**config.mk**
```make
export PLATFORM = sky130hd
export DESIGN_NAME = cymometer_sched_flat
export DESIGN_NICKNAME = d
export VERILOG_FILES = /design/src/rtl/cymometer_pkg.sv /design/src/rtl/cymometer_sched_if.sv /design/src/rtl/cymometer_sched_timer.sv /design/src/rtl/cymometer_sched.sv /design/src/flat_wrapper.sv
export SDC_FILE = /design/constraint.sdc
export NUM_CORES = 1
export LEC_CHECK = 0
export BUFFER_PORTS_ARGS = -buffer_cell sky130_fd_sc_hd__buf_4
export CELL_PAD_IN_SITES_DETAIL_PLACEMENT = 1
export CELL_PAD_IN_SITES_GLOBAL_PLACEMENT = 2
export CORE_MARGIN = 2
export CORE_UTILIZATION = 30
export DETAILED_ROUTE_END_ITERATION = 7
export PLACE_DENSITY = 0.76
export SLEW_MARGIN = 40
export SYNTH_ARGS = -nofsm -noshare
export SYNTH_HDL_FRONTEND = slang
export SYNTH_SLANG_ARGS = --single-unit
export TNS_END_PERCENT = 100
```
**constraint.sdc**
```tcl
create_clock -name sys_clk -period 2.69 [get_ports sys_clk]
set_input_delay 0.269 -clock sys_clk [delete_from_list [all_inputs] [get_ports sys_clk]]
set_output_delay 0.269 -clock sys_clk [all_outputs]
set_load 0.005 [all_outputs]
```
**src/rtl/cymometer_pkg.sv**
```systemverilog
`default_nettype none
// +----------------------------------------------------------------------------+
// | Package     : cymometer_pkg                                                |
// | Description : Shared constants for the frequency-counter measurement       |
// |               scheduler: FSM state encoding, gate-length codes, the        |
// |               overflow display value and the default low-range threshold.  |
// | Revision    : 1.0 - initial release                                        |
// +----------------------------------------------------------------------------+
package cymometer_pkg;

   typedef logic [1:0] gate_t;

   // Scheduler states
   localparam logic [2:0] ST_IDLE  = 3'd0;
   localparam logic [2:0] ST_START = 3'd1;
   localparam logic [2:0] ST_WAIT  = 3'd2;
   localparam logic [2:0] ST_EVAL  = 3'd3;
   localparam logic [2:0] ST_GAP   = 3'd4;

   // Core gate-length codes; code 3 is illegal
   localparam gate_t GATE_10MS  = 2'd0;
   localparam gate_t GATE_100MS = 2'd1;
   localparam gate_t GATE_1S    = 2'd2;

   // Shown on the display when the core counter saturated
   localparam logic [19:0] C_OVF_DISP = 20'hFFFFF;

   // Results below this ask for a longer gate
   localparam logic [19:0] C_LO_THRESH_DEF = 20'd1000;

   localparam int C_TMR_W = 27;

endpackage : cymometer_pkg
`default_nettype wire

```
**src/rtl/cymometer_sched_if.sv**
```systemverilog
`default_nettype none
// +----------------------------------------------------------------------------+
// | Interface   : cymometer_sched_if                                           |
// | Description : Control/result bundle between the measurement scheduler and |
// |               the counter core.                                            |
// |   meas_start  sched->core  one-cycle measurement start pulse               |
// |   meas_abort  sched->core  one-cycle cancel pulse                          |
// |   gate_sel    sched->core  gate length code (0/1/2)                        |
// |   meas_done   core->sched  one-cycle result-valid pulse                    |
// |   meas_data   core->sched  measured frequency in Hz                        |
// |   meas_ovf    core->sched  counter saturated                               |
// | Revision    : 1.0 - initial release                                        |
// +----------------------------------------------------------------------------+
interface cymometer_sched_if;
   import cymometer_pkg::*;

   logic        meas_start;
   logic        meas_abort;
   gate_t       gate_sel;
   logic        meas_done;
   logic [19:0] meas_data;
   logic        meas_ovf;

   // Scheduler side
   modport master (
      output meas_start, meas_abort, gate_sel,
      input  meas_done,  meas_data,  meas_ovf
   );

   // Counter-core side
   modport slave (
      input  meas_start, meas_abort, gate_sel,
      output meas_done,  meas_data,  meas_ovf
   );

endinterface : cymometer_sched_if
`default_nettype wire

```
**src/rtl/cymometer_sched_timer.sv**
```systemverilog
`default_nettype none
// +----------------------------------------------------------------------------+
// | Module      : sched_timer                                                  |
// | Description : Load/decrement down-counter shared by the WAIT timeout and  |
// |               the GAP idle period. Decrement stops at zero.                |
// |   sys_clk     in   clock                                                   |
// |   sys_rst_n   in   synchronous active-low reset                            |
// |   i_load      in   load i_load_val (has priority over i_dec)               |
// |   i_load_val  in   value to load                                           |
// |   i_dec       in   decrement by one when non-zero                          |
// |   o_zero      out  counter is zero                                         |
// | Revision    : 1.0 - initial release                                        |
// +----------------------------------------------------------------------------+
module sched_timer
   import cymometer_pkg::*;
#(
   parameter int WIDTH = C_TMR_W
) (
   input  wire logic             sys_clk,
   input  wire logic             sys_rst_n,
   input  wire logic             i_load,
   input  wire logic [WIDTH-1:0] i_load_val,
   input  wire logic             i_dec,
   output      logic             o_zero
);

   logic [WIDTH-1:0] r_cnt;

   always_ff @(posedge sys_clk) begin
      if (!sys_rst_n) begin
         r_cnt <= '0;
      end else if (i_load) begin
         r_cnt <= i_load_val;
      end else if (i_dec && (r_cnt != '0)) begin
         r_cnt <= r_cnt - 1'b1;
      end
   end

   assign o_zero = (r_cnt == '0);

endmodule : sched_timer
`default_nettype wire

```
**src/rtl/cymometer_sched.sv**
```systemverilog
`default_nettype none
// +----------------------------------------------------------------------------+
// | Module      : cymometer_sched                                              |
// | Description : Measurement scheduler for the equal-precision frequency     |
// |               counter. Repeats measurements, auto-ranges the gate length, |
// |               detects a missing input by timeout and drives the display.  |
// |   sys_clk     in   clock                                                   |
// |   sys_rst_n   in   synchronous active-low reset                            |
// |   hold        in   1 freezes disp_data/disp_valid                          |
// |   bus         --   core control/result bundle (master side)                |
// |   disp_data   out  value for the seven-segment driver                      |
// |   disp_valid  out  a result has been published                             |
// |   no_signal   out  last measurement timed out                              |
// | Revision    : 1.0 - initial release                                        |
// +----------------------------------------------------------------------------+
module cymometer_sched
   import cymometer_pkg::*;
#(
   parameter logic [25:0] GAP_CYC     = 26'd5_000_000,
   parameter logic [26:0] TIMEOUT_CYC = 27'd100_000_000,
   parameter logic [19:0] LO_THRESH   = C_LO_THRESH_DEF,
   parameter int          MAX_RERANGE = 2
) (
   input  wire logic          sys_clk,
   input  wire logic          sys_rst_n,
   input  wire logic          hold,
   cymometer_sched_if.master  bus,
   output      logic [19:0]   disp_data,
   output      logic          disp_valid,
   output      logic          no_signal
);

   localparam logic [1:0] C_MAX_RR = 2'(MAX_RERANGE);

   logic [2:0]          r_state;
   gate_t               r_gate;
   logic [1:0]          r_rr_cnt;
   logic [19:0]         r_data;
   logic                r_ovf;
   logic                r_meas_start;
   logic                r_meas_abort;
   logic [19:0]         r_disp_data;
   logic                r_disp_valid;
   logic                r_no_signal;

   logic                w_tmr_load;
   logic [C_TMR_W-1:0]  w_tmr_val;
   logic                w_tmr_dec;
   logic                w_tmr_zero;
   logic                w_rr_down;
   logic                w_rr_up;

   // Overflow wins over the low-range rule; both are bounded by the re-range budget
   assign w_rr_down = r_ovf && (r_gate != GATE_10MS) && (r_rr_cnt < C_MAX_RR);
   assign w_rr_up   = !w_rr_down && (r_data < LO_THRESH) &&
                      (r_gate < GATE_1S) && (r_rr_cnt < C_MAX_RR);

   always_comb begin
      w_tmr_load = 1'b0;
      w_tmr_val  = TIMEOUT_CYC;
      w_tmr_dec  = 1'b0;
      case (r_state)
         ST_START: w_tmr_load = 1'b1;
         ST_WAIT: begin
            // A result arriving while the timer reads zero still counts
            if (!bus.meas_done) begin
               if (w_tmr_zero) begin
                  w_tmr_load = 1'b1;
                  w_tmr_val  = {1'b0, GAP_CYC};
               end else begin
                  w_tmr_dec = 1'b1;
               end
            end
         end
         ST_EVAL: begin
            if (!w_rr_down && !w_rr_up) begin
               w_tmr_load = 1'b1;
               w_tmr_val  = {1'b0, GAP_CYC};
            end
         end
         ST_GAP:  w_tmr_dec = 1'b1;
         default: w_tmr_load = 1'b0;
      endcase
   end

   sched_timer #(
      .WIDTH (C_TMR_W)
   ) u_timer (
      .sys_clk    (sys_clk),
      .sys_rst_n  (sys_rst_n),
      .i_load     (w_tmr_load),
      .i_load_val (w_tmr_val),
      .i_dec      (w_tmr_dec),
      .o_zero     (w_tmr_zero)
   );

   always_ff @(posedge sys_clk) begin
      if (!sys_rst_n) begin
         r_state      <= ST_IDLE;
         r_gate       <= GATE_100MS;
         r_rr_cnt     <= 2'd0;
         r_data       <= 20'd0;
         r_ovf        <= 1'b0;
         r_meas_start <= 1'b0;
         r_meas_abort <= 1'b0;
         r_disp_data  <= 20'd0;
         r_disp_valid <= 1'b0;
         r_no_signal  <= 1'b0;
      end else begin
         r_meas_start <= 1'b0;
         r_meas_abort <= 1'b0;
         case (r_state)
            ST_IDLE: r_state <= ST_START;
            ST_START: begin
               r_meas_start <= 1'b1;
               r_state      <= ST_WAIT;
            end
            ST_WAIT: begin
               if (bus.meas_done) begin
                  r_data  <= bus.meas_data;
                  r_ovf   <= bus.meas_ovf;
                  r_state <= ST_EVAL;
               end else if (w_tmr_zero) begin
                  r_meas_abort <= 1'b1;
                  r_no_signal  <= 1'b1;
                  if (!hold) begin
                     r_disp_data <= 20'd0;
                  end
                  r_state <= ST_GAP;
               end
            end
            ST_EVAL: begin
               if (w_rr_down) begin
                  r_gate   <= r_gate - 2'd1;
                  r_rr_cnt <= r_rr_cnt + 2'd1;
                  r_state  <= ST_START;
               end else if (w_rr_up) begin
                  r_gate   <= r_gate + 2'd1;
                  r_rr_cnt <= r_rr_cnt + 2'd1;
                  r_state  <= ST_START;
               end else begin
                  if (!hold) begin
                     r_disp_data  <= r_ovf ? C_OVF_DISP : r_data;
                     r_disp_valid <= 1'b1;
                  end
                  r_no_signal <= 1'b0;
                  r_rr_cnt    <= 2'd0;
                  r_state     <= ST_GAP;
               end
            end
            ST_GAP: begin
               if (w_tmr_zero) begin
                  r_state <= ST_START;
               end
            end
            default: r_state <= ST_IDLE;
         endcase
      end
   end

   assign bus.meas_start = r_meas_start;
   assign bus.meas_abort = r_meas_abort;
   assign bus.gate_sel   = r_gate;
   assign disp_data      = r_disp_data;
   assign disp_valid     = r_disp_valid;
   assign no_signal      = r_no_signal;

endmodule : cymometer_sched
`default_nettype wire

```
**src/flat_wrapper.sv**
```systemverilog
// flat-port wrapper written by rule: the top's interface ports become plain ports
module cymometer_sched_flat import cymometer_pkg::*;
#(
   parameter logic [25:0] GAP_CYC     = 26'd5_000_000,
   parameter logic [26:0] TIMEOUT_CYC = 27'd100_000_000,
   parameter logic [19:0] LO_THRESH   = C_LO_THRESH_DEF,
   parameter int          MAX_RERANGE = 2
)
  (sys_clk, sys_rst_n, hold, disp_data, disp_valid, no_signal, bus_meas_start, bus_meas_abort, bus_gate_sel, bus_meas_done, bus_meas_data, bus_meas_ovf);
  cymometer_sched_if bus_i ();
  input  wire logic sys_clk;
  input  wire logic sys_rst_n;
  input  wire logic hold;
  output      logic [19:0] disp_data;
  output      logic disp_valid;
  output      logic no_signal;
  output wire logic [$bits(bus_i.meas_start)-1:0] bus_meas_start;
  output wire logic [$bits(bus_i.meas_abort)-1:0] bus_meas_abort;
  output wire logic [$bits(bus_i.gate_sel)-1:0] bus_gate_sel;
  input wire logic [$bits(bus_i.meas_done)-1:0] bus_meas_done;
  input wire logic [$bits(bus_i.meas_data)-1:0] bus_meas_data;
  input wire logic [$bits(bus_i.meas_ovf)-1:0] bus_meas_ovf;
  assign bus_meas_start = bus_i.meas_start;
  assign bus_meas_abort = bus_i.meas_abort;
  assign bus_gate_sel = bus_i.gate_sel;
  assign bus_i.meas_done = bus_meas_done;
  assign bus_i.meas_data = bus_meas_data;
  assign bus_i.meas_ovf = bus_meas_ovf;
  cymometer_sched #(.GAP_CYC(GAP_CYC), .TIMEOUT_CYC(TIMEOUT_CYC), .LO_THRESH(LO_THRESH), .MAX_RERANGE(MAX_RERANGE)) u_core (.sys_clk(sys_clk), .sys_rst_n(sys_rst_n), .hold(hold), .bus(bus_i), .disp_data(disp_data), .disp_valid(disp_valid), .no_signal(no_signal));
endmodule
```
Yosys cells after proc, flatten, opt, wreduce, memory -nomap -nowiden --
Cells that the tools add are included.
Operators by class: muxes and demuxes 37, add/subtract/negate cells 4, equal/unequal tests 12, bitwise gates (word level) 3, reductions and logical operators 23, magnitude comparators 3
Operators with widths (count):
- two-way mux 20 bit | 7
- two-way mux 27 bit | 5
- one-hot mux 27 bit (2 select lines) | 1
- one-hot mux 20 bit (2 select lines) | 1
- zero test 27 bit | 1
- nonzero test 27 bit | 1
- subtractor 27 x 1 -> 27 bit, second input constant | 1
- < comparator 20 x 10 -> 1 bit, second input constant | 1
- two-way mux 3 bit | 5
- one-hot mux 3 bit (5 select lines) | 1
- != test 2 bit, second input constant | 7
- two-way mux 1 bit | 10
- two-way mux 2 bit | 4
- AND reduction 2 bit | 4
- nonzero test 2 bit | 4
- logical AND 1 bit | 7
- AND reduction 7 bit | 1
- equality test 3 x 2 -> 1 bit, second input constant | 2
- AND reduction 5 bit | 1
- adder 2 x 1 -> 2 bit, second input constant | 2
- < comparator 2 bit, second input constant | 2
- one-hot mux 1 bit (2 select lines) | 2
- AND reduction 4 bit | 1
- equality test 3 x 1 -> 1 bit, second input constant | 1
- 7 further kinds | 10
Storage, ports and cells: logic and storage cells 93, flip-flop bits (word level) 79, input port bits 25, output and inout port bits 26

Depth between registers and ports, before layout --
Gate-level depths: netlist of run 1.
depth after elaboration 12, mapped depth 9

Cells and area by module --
From an unflattened synthesis of run 1, not the netlist that was laid out.
Second synthesis, totals: cell total of the unflattened synthesis 468, area total of the unflattened synthesis 3947.5 µm²
By module, submodules not included:
- cymometer_sched | times used 1, cells an instance 259, sequential area each 1041.0 µm², area an instance 2268.4 µm²
- sched_timer | times used 1, cells an instance 209, sequential area each 540.5 µm², area an instance 1679.1 µm²

Least setup slack after synthesis of run 1 --
No wires, ideal clock.
path type reg-to-reg, from register u_core.u_timer.r_cnt[18], to register u_core.u_timer.r_cnt[19], path buffers 2, setup time 0.070 ns, slack 0.182 ns, cell stages (with the launch flop) 9, arrival time 2.438 ns, cells stage by stage dfxtp_1 -> or4_1 -> buf_2 -> or4_1 -> buf_2 -> o2111a_1 -> nand2_1 -> mux2_1 -> a21oi_1
Between the ends: cells in the longest elaborated chain, start to end 6, elaborated cells between the ends (all ways) 16
RTL lines:
- start: declaration | RTL line cymometer_sched_timer.sv:27 | logic [WIDTH-1:0] r_cnt;
- start signal: assignment | RTL line cymometer_sched_timer.sv:33 | r_cnt <= i_load_val;
- start signal: assignment | RTL line cymometer_sched_timer.sv:35 | r_cnt <= r_cnt - 1'b1;
- branches (longest 6 deep; another with subtractor 27 x 1 -> 27 bit)
Several ways; the timed one is not identified. The select of a mux whose other input is x is not followed. A chain may end at the register's enable or synchronous reset.

Worst setup path after layout of run 1 --
from register u_core.u_timer.r_cnt[14], to register u_core.u_timer.r_cnt[19]
The elaborated chain is that of the path after synthesis.

==> flow_summary.ini, run 1 <==
[global_routing]
globalRouteOverflowTotal = 0
first_global_vias = 3329
grt_usage_pct = 16.5
grt_max_degree = 49
first_pass_grt_wire_length_mm = 16.6
antenna_found_initial = 0

[yosys]
yosysTopAreaCellShare_pct = 45.2
ys_types = 44
synth_top_cell_by_area = dfxtp_1
synth_async_sr_flop_share_pct = 0
synthTopCellsByArea = dfxtp_1, nand2_1, mux2i_1
synth_top_flop_cell = dfxtp_1
synth_area_sq_um = 3500
yosys-top-cells-count = dfxtp_1, nand2_1, a21oi_1
postSynthNetCount = 445
post_synth_inst_count = 419
yosysMostFrequentCell = dfxtp_1
synth_warnings = 0
synth_area_per_cell_sq_um = 8.36
number_of_enable_type_register_cells_in_the_synthesized_netlist = 0
post_synthesis_sequential_area_ratio_pct = 45.2
synth.ff_latch_count = 79

[sta]
maxClockFrequency_mhz = 391
report.final.hold_viol_count = 0
setup_repair_after_global_routing_missed_its_margin = no
final_max_slew_violation_count = 0
setup_tns_ns = 0
worst_clock_skew_ns = 0.00829
worst_case_headroom_to_the_max_slew_limit_pct = 49.5
fin_crit_sh_pct = 95.0
setup_viol = 0
max_slew.worst_pin.slew_ns = 0.755
period_minus_slack_ns = 2.56

[critical_path]
critPathLaunchType = register
cp-endpoint = u_core.u_timer.r_cnt[19]
worst_r2r_endpoint = u_core.u_timer.r_cnt[19]
worstSetupPathType = reg -> reg
count_of_cells_along_the_worst_register_to_register_path = 6
critPathArrivalTime_ns = 2.83
regToRegStartpoint = u_core.u_timer.r_cnt[14]
worst-r2r-setup-slack_ns = 0.13
worst_setup_path_end_kind = register
critical_path_required_ns = 2.96
crit_fanout = 4
critical_path.startpoint = u_core.u_timer.r_cnt[14]

[placement]
placement.io_buffers = 50
last_weighted_congestion_value_of_the_routability_driven_placer = 0.802
placedInstanceArea_sq_um = 4120
hpwl_mm = 6.79

[clock_network]
cts_tree = built
clockRootBuffer = clkbuf_16
postCtsResizedCells = 0
tritoncts.num_buffers = 9
cts.path.max_buffers = 2
clock_sink_count = 79
clock_h_tree_levels = 3
path_clk_slew_ns = 0.06
clk_latency_ns = 0.33
post_cts_buffers = 0
ctsHoldBuffers = 0

[routing]
wl_per_cell_um = 15.9
drc_viols = 0
first_pass_iters = 4
routed-via-count = 3127
drt.antenna.violating_nets = 0
via_per_inst = 5.03
dr.first_iter.drc_count = 83
routed_wirelength_mm = 9.89

[pwr]
vdd_ir_drop_max_mv = 0.315
leakagePower_nw = 1.67
p_per_area_nw_per_um2 = 810

[floorplan]
dieWidth_um = 112
chipHeight_um = 112
num_rows = 39
initial_core_util_pct = 30.7
die_area_sq_um = 12500
io-pin-count = 51
coreArea_sq_um = 11400

[finish]
layout.filler_cells = 1399
stdcell_area_sq_um = 4490
multiInputGateArea_sq_um = 1830
drive_gt1_share_pct = 20.5
finalNetCount = 500
area_delta_synth_final_pct = 28.4
diodes = 0
postLayoutCoreUtil_pct = 39.4
seq_area_sq_um = 1580

[worst_hold_path]
worst_hold_startpoint = bus_meas_data[15]
hold_path_class = in -> reg
worst_hold_path.num_cells = 3

[job]
max-cap-violations = 0

[outcome]
run_status = completed
## where the power goes
group          switching (mW)  internal [mW]
Sequential             0.0964           1.27
Combinational           0.506          0.374
Clock                   0.489          0.906
Total                    1.09           2.55
## cells in the final DEF, fill, tap and decap left out, types with 4 or more instances in the layout
cell and n:
a21oi_1 37, buf_4 70, clkbuf_16 9, dfxtp_1 79, inv_1 6, mux2i_1 20, nand2_1 76, nand2b_1 7
nand3_1 12, nand4_1 4, nor2_1 33, nor3_1 13, nor4_1 4, o211ai_1 19, o21a_1 4, o21ai_1 12
or3_1 6, or4_1 5, xnor2_1 6, xor2_1 13
## per-layer routing
layer | global-route usage (%) | wire (um) | up-vias
met3 | 3.67 | 303 | 12
met5 | 0 | 0 | -
met4 | 6.02 | 167 | 0
li1 | - | - | 1566
met2 | 27.4 | 4780 | 45
met1 | 21.3 | 4640 | 1504
## through the flow
step           cells  power, mW  hold slack (ns)  setup WS, ns
6_report         622       3.64            0.179         0.133
5_1_grt          622       3.85            0.173        0.0215
4_1_cts          622       3.63            0.168       0.00174
3_5_place_dp     606       2.21            0.449        0.0297
3_3_place_gp     606       2.18            0.448         0.111
2_1_floorplan    419       1.91            0.405         0.182
## registers in the layout (all words and copies together), names as in the netlist, 2 cells and up
register and flops:
u_core.bus.gate_sel 2, u_core.disp_data 20, u_core.r_data 20, u_core.r_rr_cnt 2, u_core.r_state 3, u_core.u_timer.r_cnt 27
## worst min path at each step
stage,to
detailed placement,u_core.r_data[1]
global route,u_core.r_data[7]
CTS,u_core.r_data[17]
global placement,u_core.disp_data[7]
floorplan,u_core.r_data[0]
finish,u_core.r_data[15]
## kinds of logic after synthesis
family | synth area share [%]
and+or+nand+nor | 24.2
adders and majority gates | 0.357
DFF | 45.2
AOI/OAI and AO/OA | 14.6
muxes | 7.00
xor gates and xnor gates | 4.75
buffers and inverters | 3.90
## worst max-delay path: stages, from the launching register on
cell and delay (ns):
dfxtp_1 0.34, or4_1 0.66, or4_1 0.58, o2111a_1 0.36
nand2_1 0.11, mux2_1 0.31, a21oi_1 0.13
## cell type report
cell class	instances	area share (%)
multi-input combinational	307	40.7
sequential	79	35.2
timing repair buffer	71	12.1
clock buffer	10	5.09
tap	143	3.98
clock inverter	6	2.42
inverter	6	0.501
Note: power is estimated with default switching activity, not from simulation.
==> run 2: changes to the inputs <==
--- a/config.mk
+++ b/config.mk
@@ -5,13 +5,14 @@
 export SDC_FILE = /design/constraint.sdc
 export NUM_CORES = 1
 export LEC_CHECK = 0
+export ABC_AREA = 1
 export BUFFER_PORTS_ARGS = -buffer_cell sky130_fd_sc_hd__buf_4
 export CELL_PAD_IN_SITES_DETAIL_PLACEMENT = 1
 export CELL_PAD_IN_SITES_GLOBAL_PLACEMENT = 2
 export CORE_MARGIN = 2
-export CORE_UTILIZATION = 30
+export CORE_UTILIZATION = 29
 export DETAILED_ROUTE_END_ITERATION = 7
-export PLACE_DENSITY = 0.76
+export PLACE_DENSITY = 0.78
 export SLEW_MARGIN = 40
 export SYNTH_ARGS = -nofsm -noshare
 export SYNTH_HDL_FRONTEND = slang
==> run 2 against run 1 <==
Effect of this change:
- total power up 49%
- largest cell class unchanged
- largest power group is now combinational cells
- via count is 21% higher
- maximum frequency up 12%
- clock power decreased by 9%
- sequential cell count is the same
- combinational power grew to 2.9 times the previous value
- sequential share of layout area is 2.1 points lower
- critical path depth rose by 6
- synthesized cell count is 39% higher
- highest routed layer unchanged
- die area is 17% higher
- cell count is 30% higher
- utilization decreased by 3.4 points
==> flow_summary.ini, run 2 <==
[job]
max-cap-violations = 0

[pwr]
swShare_pct = 45.0
leakagePower_nw = 2.16
combinationalPowerShare_pct = 47.7
clock_power_share_pct = 23.1
switchingPower_mw = 2.44
power.share.sequential_pct = 29.2
design_power_mw = 5.44
power_report.internal_total_mw = 2.99
vdd_ir_drop_max_mv = 0.321
p_per_area_nw_per_um2 = 1140

[critical_path]
worst-r2r-setup-slack_ns = 0.40
regToRegStartpoint = u_core.u_timer.r_cnt[0]
worst_setup_path_end_kind = register
worst_r2r_endpoint = u_core.disp_data[13]
critical_path_required_ns = 2.92
count_of_cells_along_the_worst_register_to_register_path = 12
critPathArrivalTime_ns = 2.52
crit_fanout = 21
worstSetupPathType = reg -> reg
critPathLaunchType = register

[clock_network]
clk_latency_ns = 0.34
postCtsResizedCells = 0
post_cts_buffers = 0
clock_sink_count = 79
tritoncts.num_buffers = 9
clock_h_tree_levels = 3
cts_tree = built
clockRootBuffer = clkbuf_16
path_clk_slew_ns = 0.06
cts.path.max_buffers = 2
ctsHoldBuffers = 0

[routing]
routed_wirelength_mm = 12.0
wl_per_cell_um = 14.9
dr.first_iter.drc_count = 104
via_per_inst = 4.69
drt.antenna.violating_nets = 0
first_pass_iters = 4
drc_viols = 0
routed-via-count = 3795

[floorplan]
initial_core_util_pct = 29.9
chipHeight_um = 121
num_rows = 42
io-pin-count = 51
die_area_sq_um = 14600
coreArea_sq_um = 13300
dieWidth_um = 121

[yosys]
yosysTopAreaCellShare_pct = 39.8
synth.ff_latch_count = 79
synth_warnings = 0
postSynthNetCount = 610
yosysMostFrequentCell = nor2_1
synth_async_sr_flop_share_pct = 0
yosys-top-cells-count = nor2_1, nand2_1, dfxtp_1
synthTopCellsByArea = dfxtp_1, nor2_1, nand2_1
synth_area_sq_um = 3970
synth_area_per_cell_sq_um = 6.80
synth_top_flop_cell = dfxtp_1
synth_top_cell_by_area = dfxtp_1
post_synth_inst_count = 584
post_synthesis_sequential_area_ratio_pct = 39.8
number_of_enable_type_register_cells_in_the_synthesized_netlist = 0
ys_types = 39

[finish]
area_delta_synth_final_pct = 20.5
largest_register = u_core.u_timer.r_cnt
drive_gt1_share_pct = 15.8
diodes = 0
layout_commonest_cell = nor2_1
multiInputGateArea_sq_um = 2010
layout.cells.most_common_list = nor2_1, nand2_1, dfxtp_1
finalNetCount = 655
postLayoutCoreUtil_pct = 36.0
number_of_flip_flops_under_the_largest_register_name = 27
seq_area_sq_um = 1580
layout.filler_cells = 1677

[global_routing]
antenna_found_initial = 0
grt_max_degree = 41
globalRouteOverflowTotal = 0
grt_usage_pct = 17.5
first_global_vias = 4041
first_pass_grt_wire_length_mm = 20.1

[outcome]
run_status = completed

[sta]
worst_case_headroom_to_the_max_slew_limit_pct = 59.9
fin_crit_sh_pct = 85.0
worst_clock_skew_ns = 0.00955
final.hold.worst_slack_ns = 0.168
maxClockFrequency_mhz = 437
final_max_slew_violation_count = 0
setup_viol = 0
setup_tns_ns = 0
report.final.hold_viol_count = 0
period_minus_slack_ns = 2.29
max_slew.worst_pin.slew_ns = 0.600
setup_repair_after_global_routing_missed_its_margin = no

[placement]
last_weighted_congestion_value_of_the_routability_driven_placer = 0.825
placement.io_buffers = 50
hpwl_mm = 8.83

[worst_hold_path]
worst_hold_startpoint = bus_meas_data[0]
hold_path_class = in -> reg
whs_endpoint = u_core.r_data[0]
worst_hold_path.num_cells = 3
## run 2: worst max-delay path by stage
stage,startpoint,slack (ns),end
6_report,u_core.u_timer.r_cnt[0],0.40,u_core.disp_data[13]
4_1_cts,u_core.u_timer.r_cnt[0],0.36,u_core.disp_data[13]
5_1_grt,u_core.u_timer.r_cnt[0],0.16,u_core.disp_data[12]
2_1_floorplan,u_core.u_timer.r_cnt[0],0.97,u_core.u_timer.r_cnt[3]
3_5_place_dp,u_core.u_timer.r_cnt[0],0.39,u_core.disp_data[0]
3_3_place_gp,u_core.u_timer.r_cnt[0],0.39,u_core.u_timer.r_cnt[11]
## run 2: kinds of logic (layout without fill, tap and decap cells)
family	after synthesis	count (layout)	share of synthesized area (%)
simple gates	286	286	31.6
compound gates	108	108	14.2
buf+inv	90	139	9.52
flops	79	79	39.8
xor+xnor	19	19	4.19
fa+ha+maj	1	1	0.315
mux	1	1	0.284
## run 2: per-stage QoR
stage | cells | instance area [sq um] | setup WS, ns
6_report | 809 | 4780 | 0.404
5_1_grt | 809 | 4780 | 0.162
4_1_cts | 809 | 4780 | 0.355
3_5_place_dp | 794 | 4490 | 0.386
3_3_place_gp | 794 | 4480 | 0.394
2_1_floorplan | 584 | 3970 | 0.971
## run 2: routing by layer
layer  share of wire [%]  vias up  wire length, um  track usage, %
li1                    -     1921                -               -
met1                  47     1806             5690            21.6
met2                  48       52             5790            29.9
met3                 2.8       16              331            3.62
met4                 1.8        0              212            6.40
met5                   0        -                0               0
## run 2: layout make-up
type | instances | share of cell area (%)
Clock buffer | 10 | 5.00
Clock inverter | 5 | 1.23
Sequential cell | 79 | 33.1
Multi-Input combinational cell | 415 | 42.1
Tap cell | 176 | 4.60
Inverter | 70 | 5.57
Timing Repair Buffer | 54 | 8.48
## run 2: power groups by stage
stage               Clock (mW)  Sequential (mW)  Combinational [mW]
floorplan                    0             1.56                1.99
global placement             0             1.60                2.55
detailed placement           0             1.61                2.60
CTS                       1.28             1.59                2.63
global route              1.33             1.62                2.96
finish                    1.26             1.59                2.59
## run 2: critical path: stages (launching register included)
cell	delay (ns)
dfxtp_1	0.34
inv_1	0.07
ha_1	0.24
nand2_2	0.11
inv_2	0.06
nand2_4	0.10
nor2_8	0.06
nand3_4	0.09
nand2_4	0.11
nand2_2	0.34
clkinv_2	0.38
nor2_1	0.19
nor2_1	0.07
